## src/rtl/ps2_rx_fifo.sv

```systemverilog
// PS/2 keyboard receiver with scan-code FIFO for the memory-mapped peripheral bus.
// Pins are synchronised and sampled on a divided strobe. The keyboard clock is deglitched
// before its falling edges drive the frame FSM. Good bytes are queued for the CPU to pop.
module ps2_rx_fifo #(
    parameter int CLK_DIV       = 250,
    parameter int FILTER_LEN    = 4,
    parameter int FIFO_DEPTH    = 8,
    parameter int TIMEOUT_TICKS = 200
) (
    input  logic                          clk,
    input  logic                          rst,
    input  logic                          sel,
    input  logic                          rd_en,
    input  logic                          clr_err,
    input  logic                          ps2_clk,
    input  logic                          ps2_data,
    output logic [8:0]                    data_out,
    output logic [$clog2(FIFO_DEPTH):0]   fifo_count,
    output logic                          parity_err,
    output logic                          frame_err,
    output logic                          overflow
);

    localparam int DIV_W = $clog2(CLK_DIV);
    localparam int PTR_W = $clog2(FIFO_DEPTH);
    localparam int CNT_W = PTR_W + 1;
    localparam int TO_W  = $clog2(TIMEOUT_TICKS + 1);

    localparam logic [DIV_W-1:0] DIV_LAST = DIV_W'(CLK_DIV - 1);
    localparam logic [3:0]       FLT_LAST = 4'(FILTER_LEN - 1);
    localparam logic [TO_W-1:0]  TO_LAST  = TO_W'(TIMEOUT_TICKS - 1);
    localparam logic [CNT_W-1:0] CNT_FULL = CNT_W'(FIFO_DEPTH);

    typedef enum logic [1:0] {
        S_IDLE = 2'd0,
        S_RECV = 2'd1,
        S_STOP = 2'd2
    } state_t;

    // Synchroniser, divider and filter state
    logic             clk_s1_q, clk_s2_q, dat_s1_q, dat_s2_q;
    logic [DIV_W-1:0] div_q, div_d;
    logic             stb;
    logic [3:0]       flt_cnt_q, flt_cnt_d;
    logic             filt_q, filt_d;
    logic             fall;

    // Frame FSM state
    state_t           state_q;
    logic [3:0]       bitcnt_q;
    logic [7:0]       sr_q;
    logic             par_q;
    logic [TO_W-1:0]  tcnt_q;
    logic             push_q;
    logic [7:0]       push_byte_q;
    logic             parity_err_q, frame_err_q;

    // FIFO state
    logic [7:0]       mem [FIFO_DEPTH];
    logic [PTR_W-1:0] wr_q, wr_d, rd_q, rd_d;
    logic [CNT_W-1:0] cnt_q, cnt_d;
    logic [8:0]       data_out_q, data_out_d;
    logic             overflow_q;
    logic             do_pop, do_push, full, ovf_set;

    // Two-flop synchronisers; idle level of both PS/2 lines is high
    always_ff @(posedge clk or negedge rst) begin
        if (!rst) begin
            clk_s1_q <= 1'b1;
            clk_s2_q <= 1'b1;
            dat_s1_q <= 1'b1;
            dat_s2_q <= 1'b1;
        end else begin
            clk_s1_q <= ps2_clk;
            clk_s2_q <= clk_s1_q;
            dat_s1_q <= ps2_data;
            dat_s2_q <= dat_s1_q;
        end
    end

    assign stb = (div_q == DIV_LAST);

    // Strobe divider and ps2_clk deglitch filter next-state
    always_comb begin
        div_d     = stb ? '0 : div_q + DIV_W'(1);
        flt_cnt_d = flt_cnt_q;
        filt_d    = filt_q;
        if (stb) begin
            if (clk_s2_q != filt_q) begin
                if (flt_cnt_q == FLT_LAST) begin
                    filt_d    = ~filt_q;
                    flt_cnt_d = '0;
                end else begin
                    flt_cnt_d = flt_cnt_q + 4'd1;
                end
            end else begin
                flt_cnt_d = '0;
            end
        end
    end

    // A falling edge is the strobe on which the filtered clock toggles 1->0
    assign fall = stb && filt_q && !clk_s2_q && (flt_cnt_q == FLT_LAST);

    // Divider and filter registers
    always_ff @(posedge clk or negedge rst) begin
        if (!rst) begin
            div_q     <= '0;
            flt_cnt_q <= '0;
            filt_q    <= 1'b1;
        end else begin
            div_q     <= div_d;
            flt_cnt_q <= flt_cnt_d;
            filt_q    <= filt_d;
        end
    end

    // Frame FSM: shifts bits on falling edges, checks the frame, raises push and error flags
    always_ff @(posedge clk or negedge rst) begin
        if (!rst) begin
            state_q      <= S_IDLE;
            bitcnt_q     <= '0;
            sr_q         <= '0;
            par_q        <= 1'b0;
            tcnt_q       <= '0;
            push_q       <= 1'b0;
            push_byte_q  <= '0;
            parity_err_q <= 1'b0;
            frame_err_q  <= 1'b0;
        end else begin
            push_q <= 1'b0;
            // Clear first so that a flag set later in this block wins
            if (sel && clr_err) begin
                parity_err_q <= 1'b0;
                frame_err_q  <= 1'b0;
            end
            case (state_q)
                S_IDLE: begin
                    tcnt_q <= '0;
                    if (fall && !dat_s2_q) begin
                        state_q  <= S_RECV;
                        bitcnt_q <= 4'd1;
                    end
                end
                default: begin
                    if (fall) begin
                        tcnt_q <= '0;
                        if (state_q == S_RECV) begin
                            if (bitcnt_q == 4'd9) begin
                                par_q    <= dat_s2_q;
                                bitcnt_q <= 4'd10;
                                state_q  <= S_STOP;
                            end else begin
                                sr_q     <= {dat_s2_q, sr_q[7:1]};
                                bitcnt_q <= bitcnt_q + 4'd1;
                            end
                        end else begin
                            state_q  <= S_IDLE;
                            bitcnt_q <= '0;
                            if (!(^{sr_q, par_q})) begin
                                parity_err_q <= 1'b1;
                            end
                            if (!dat_s2_q) begin
                                frame_err_q <= 1'b1;
                            end
                            if ((^{sr_q, par_q}) && dat_s2_q) begin
                                push_q      <= 1'b1;
                                push_byte_q <= sr_q;
                            end
                        end
                    end else if (stb) begin
                        if (tcnt_q == TO_LAST) begin
                            frame_err_q <= 1'b1;
                            state_q     <= S_IDLE;
                            bitcnt_q    <= '0;
                            sr_q        <= '0;
                            tcnt_q      <= '0;
                        end else begin
                            tcnt_q <= tcnt_q + TO_W'(1);
                        end
                    end
                end
            endcase
        end
    end

    // FIFO control and registered head; the head bypasses a byte written this cycle
    always_comb begin
        full    = (cnt_q == CNT_FULL);
        do_pop  = sel && rd_en && (cnt_q != '0);
        do_push = push_q && (!full || do_pop);
        ovf_set = push_q && full && !do_pop;
        wr_d    = do_push ? wr_q + PTR_W'(1) : wr_q;
        rd_d    = do_pop  ? rd_q + PTR_W'(1) : rd_q;
        cnt_d   = cnt_q;
        if (do_push && !do_pop) begin
            cnt_d = cnt_q + CNT_W'(1);
        end else if (do_pop && !do_push) begin
            cnt_d = cnt_q - CNT_W'(1);
        end
        if (cnt_d == '0) begin
            data_out_d = '0;
        end else if (do_push && (rd_d == wr_q)) begin
            data_out_d = {1'b1, push_byte_q};
        end else begin
            data_out_d = {1'b1, mem[rd_d]};
        end
    end

    // FIFO storage; contents are only meaningful under the pointers, so no reset
    always_ff @(posedge clk) begin
        if (do_push) begin
            mem[wr_q] <= push_byte_q;
        end
    end

    // FIFO pointers, occupancy, head register and overflow flag
    always_ff @(posedge clk or negedge rst) begin
        if (!rst) begin
            wr_q       <= '0;
            rd_q       <= '0;
            cnt_q      <= '0;
            data_out_q <= '0;
            overflow_q <= 1'b0;
        end else begin
            wr_q       <= wr_d;
            rd_q       <= rd_d;
            cnt_q      <= cnt_d;
            data_out_q <= data_out_d;
            if (ovf_set) begin
                overflow_q <= 1'b1;
            end else if (sel && clr_err) begin
                overflow_q <= 1'b0;
            end
        end
    end

    assign data_out   = data_out_q;
    assign fifo_count = cnt_q;
    assign parity_err = parity_err_q;
    assign frame_err  = frame_err_q;
    assign overflow   = overflow_q;

endmodule

```

## config.mk

```make
export PLATFORM = sky130hd
export DESIGN_NAME = ps2_rx_fifo
export DESIGN_NICKNAME = d
export VERILOG_FILES = /design/src/rtl/ps2_rx_fifo.sv
export SDC_FILE = /design/constraint.sdc
export NUM_CORES = 1
export LEC_CHECK = 0
export ABC_AREA = 1
export CAP_MARGIN = 25
export CORE_MARGIN = 2
export CORE_UTILIZATION = 61
export CTS_BUF_LIST = sky130_fd_sc_hd__clkbuf_16
export CTS_CLUSTER_DIAMETER = 200
export CTS_CLUSTER_SIZE = 12
export DETAILED_ROUTE_END_ITERATION = 10
export HOLD_SLACK_MARGIN = 0.15
export MAX_ROUTING_LAYER = met4
export PLACE_DENSITY = 0.87
export SKIP_LAST_GASP = 1
export SYNTH_ARGS = -nofsm -noshare
export SYNTH_HDL_FRONTEND = slang
export SYNTH_SLANG_ARGS = --single-unit
```

## constraint.sdc

```tcl
create_clock -name clk -period 2.4 [get_ports clk]
set_input_delay 0.48 -clock clk [delete_from_list [all_inputs] [get_ports clk]]
set_output_delay 0.48 -clock clk [all_outputs]
set_load 0.005 [all_outputs]
```

==> results.toml <==
[place]
place_congestion = 0.920
io_buffers = 22
place_ws_ns = 0.00405
hpwlAfterDp_um = 9200

[finish]
area_growth_pct = 16.7
num_antenna_cells = 0
multiInputGateArea_um2 = 2270
nNetsFinal = 732
regArea_um2 = 3700
n_fill_cell = 680
drive_above_1_share_pct = 12.2

[worst_setup_path]
crit_fanout = 16
reg2reg_to = "data_out[7]"
cp-start-kind = "flop"
cp.required_ns = 2.71
endpoint_kind = "flop"
cp_data_arrival_time_ns = 2.58
reg2reg_depth = 11
regToRegSetupSlack_ns = 0.13
worst-setup-path-type = "flop to flop"
r2r_start = "fifo_count[0]"

[clock_network]
cts_tree = "yes"
cts_resized = 0
root_buffer = "clkbuf_16"
clockBufferDepth = 2
cts_buffers = 17
postCtsHoldBufs = 1
clk_pin_slew_ns = 0.06
cts.sinks = 135
worstSkewPairLatency_ns = 0.42
cts_setup_buffers = 0
htreeDepth = 4

[synthesis]
netlist_instances = 663
seq_area_frac_synth_pct = 58.8
synth_seq_cells = 135
synth_area_per_cell_um2 = 9.50
synth_nets = 680
yosysUniqueCellTypes = 38
syn-cell-area_um2 = 6300
ys_warn_count = 0

[sta]
fin_crit_sh_pct = 94.7
worstMarginPinSlew_ns = 0.457
fmax_mhz = 440
fin_ws_ns = 0.128
finClkSkew_ns = 0.00689
setup_viol = 0
drv_slew = 0
slew_headroom_pct = 69.5
final.min_clock_period_ns = 2.27
rsz0062_at_grt = "false"
setup_tns_ns = 0
hold_viol_final = 0

[floorplanning]
die_area_um2 = 11200
die_w_um = 106
core_area_um2 = 10200
initial_core_util_pct = 61.9
die_y_um = 106
row_count = 37
ioPinCount = 23

[hold_path]
worstHoldStart = "clk_s1_q"
hold_end = "clk_s2_q"
holdPathStages = 0
hp-class = "flop to flop"

[grt]
grt_usage_pct = 27.4
antenna_found_initial = 0
grt-ovfl-total = 0
grt_pass1_vias = 4790
grt_max_degree = 37
grt_pass1_wl_um = 23000

[drt]
vias_per_cell = 5.57
drtIter0Drc = 427
wl_per_cell_um = 15.8
drc = 0
vias = 4813
wl_um = 13600
dr.pass1.iters = 5
detail-route-antenna-nets = 0

[pwr]
vdd_drop_max_uv = 583
p_leak_nw = 3.34
powerDensity_nw_per_um2 = 921

[job]
drv_cap = 0

[status]
status = "completed"
-- through the flow --
stage	cells	instance area, um^2	hold slack [ns]	power [mW]	util, %
after floorplan	663	6300	0.184	3.84	-
after global placement	831	6770	0.346	4.23	66.4
after detailed placement	831	6770	0.348	4.27	66.4
after CTS	864	7350	0.360	6.77	72.2
after global routing	864	7350	0.361	7.08	72.2
final	864	7350	0.354	6.77	72.2
-- logic make-up after synthesis --
| kind of cell | after synthesis | share of synthesized area [%] |
|---|---|---|
| AOI/OAI and AO/OA | 45 | 3.83 |
| and+or+nand+nor | 383 | 28.1 |
| buffers and inverters | 75 | 5.24 |
| DFF | 135 | 58.8 |
| xor gates and xnor gates | 15 | 2.09 |
| adders and majority gates | 10 | 1.99 |
-- placed cells by master, fill, tap and decap left out, types with 3 or more instances in the layout --
| cell type | n |
|---|---|
| a21oi_1 | 9 |
| buf_4 | 20 |
| clkbuf_16 | 19 |
| clkdlybuf4s50_1 | 21 |
| clkinv_1 | 4 |
| dfrtp_1 | 66 |
| dfstp_2 | 5 |
| edfxtp_1 | 64 |
| ha_1 | 10 |
| inv_1 | 62 |
| inv_2 | 3 |
| nand2_1 | 196 |
| nand2_2 | 12 |
| nand2_4 | 4 |
| nand3_1 | 88 |
| nand3_2 | 5 |
| nor2_1 | 52 |
| nor2_4 | 4 |
| nor3_1 | 10 |
| o21ai_0 | 18 |
| o21ai_1 | 10 |
| o22ai_1 | 3 |
| xnor2_1 | 7 |
| xor2_1 | 8 |
-- synth_stat cells --
| master | n | area [um^2] |
|---|---|---|
| nand3_1 | 88 | 440 |
| buf_4 | 4 | 30.0 |
| o21ai_0 | 18 | 90.1 |
| dfstp_2 | 5 | 131 |
| nand3_4 | 2 | 35.0 |
| nor4_1 | 1 | 6.26 |
| nand2_4 | 4 | 45.0 |
| a21oi_1 | 9 | 45.0 |
| xnor2_1 | 7 | 61.3 |
| and2_1 | 1 | 6.26 |
| xor2_1 | 8 | 70.1 |
| nor2_8 | 1 | 20.0 |
| o22ai_1 | 3 | 18.8 |
| nand2_2 | 12 | 75.1 |
| nor2_4 | 4 | 45.0 |
| inv_2 | 3 | 11.3 |
| a31oi_1 | 1 | 6.26 |
| nor3_1 | 10 | 50.1 |
| nor2_2 | 2 | 12.5 |
| ha_1 | 10 | 125 |
| nor3_2 | 1 | 10.0 |
| edfxtp_1 | 64 | 1920 |
| a21o_1 | 1 | 7.51 |
| nand3_2 | 5 | 50.1 |
| o31ai_1 | 1 | 7.51 |
| nor2_1 | 52 | 195 |
| inv_1 | 60 | 225 |
| buf_2 | 3 | 15.0 |
| nor4b_1 | 1 | 8.76 |
| o21ai_1 | 10 | 50.1 |
| nand2_8 | 1 | 20.0 |
| a211oi_1 | 1 | 7.51 |
| dfrtp_1 | 66 | 1650 |
| a22o_1 | 1 | 8.76 |
| clkinv_1 | 1 | 3.75 |
| nand2_1 | 196 | 736 |
| nand4_1 | 2 | 12.5 |
| buf_6 | 4 | 45.0 |
-- layout make-up --
| type | instances | area share, % |
|---|---|---|
| Sequential cell | 135 | 50.4 |
| Multi-Input combinational cell | 453 | 30.8 |
| Timing Repair Buffer | 44 | 5.38 |
| Clock buffer | 19 | 6.47 |
| Inverter | 64 | 3.27 |
| Clock inverter | 13 | 1.38 |
| Tap cell | 136 | 2.31 |
-- worst max-delay path, stage by stage (launching register included) --
cell and delay (ns):
dfrtp_1 0.43, inv_1 0.16, ha_1 0.28, nand2_4 0.15, nand3_1 0.16, nand2_4 0.14, inv_2 0.28, nand3_1 0.18
nand3_1 0.13, nand2_1 0.07, nor2_1 0.12, nor2_1 0.06
-- worst max path at each step --
| stage | startpoint | endpoint | slack (ns) | cells after the start |
|---|---|---|---|---|
| floorplan | fifo_count[0] | mem[6][0] | 0.40 | 7 |
| global placement | sel | data_out[7] | 0.06 | 12 |
| detailed placement | sel | data_out[7] | 0.004 | 12 |
| CTS | fifo_count[0] | data_out[7] | 0.17 | 11 |
| global route | fifo_count[0] | data_out[3] | 0.03 | 11 |
| finish | fifo_count[0] | data_out[7] | 0.13 | 11 |
-- metal layers --
metal | vias to the layer above | global-route usage [%] | routed length (um)
met1 | 2304 | 33.7 | 5620
met4 | 0 | 12.1 | 422
met5 | - | - | 0
met2 | 183 | 43.6 | 6770
met3 | 42 | 6.62 | 812
li1 | 2284 | - | -
-- where the power goes --
| part | internal [mW] | leakage, nW | total [mW] | switching [mW] |
|---|---|---|---|---|
| sequential | 2.53 | 1.67 | 2.63 | 0.108 |
| combinational | 0.617 | 1.38 | 1.65 | 1.03 |
| clock | 1.53 | 0.285 | 2.49 | 0.957 |
| total | 4.68 | 3.34 | 6.77 | 2.10 |
-- flip-flops by register name, summed over array words and instances (netlist names), 2 cells and up --
name	cells
bitcnt_q	4
wr_q	3
div_q	8
push_byte_q	8
flt_cnt_q	4
state_q	2
mem	64
sr_q	8
tcnt_q	8
data_out	9
rd_q	3
fifo_count	4
(Power assumes the default switching activity.)
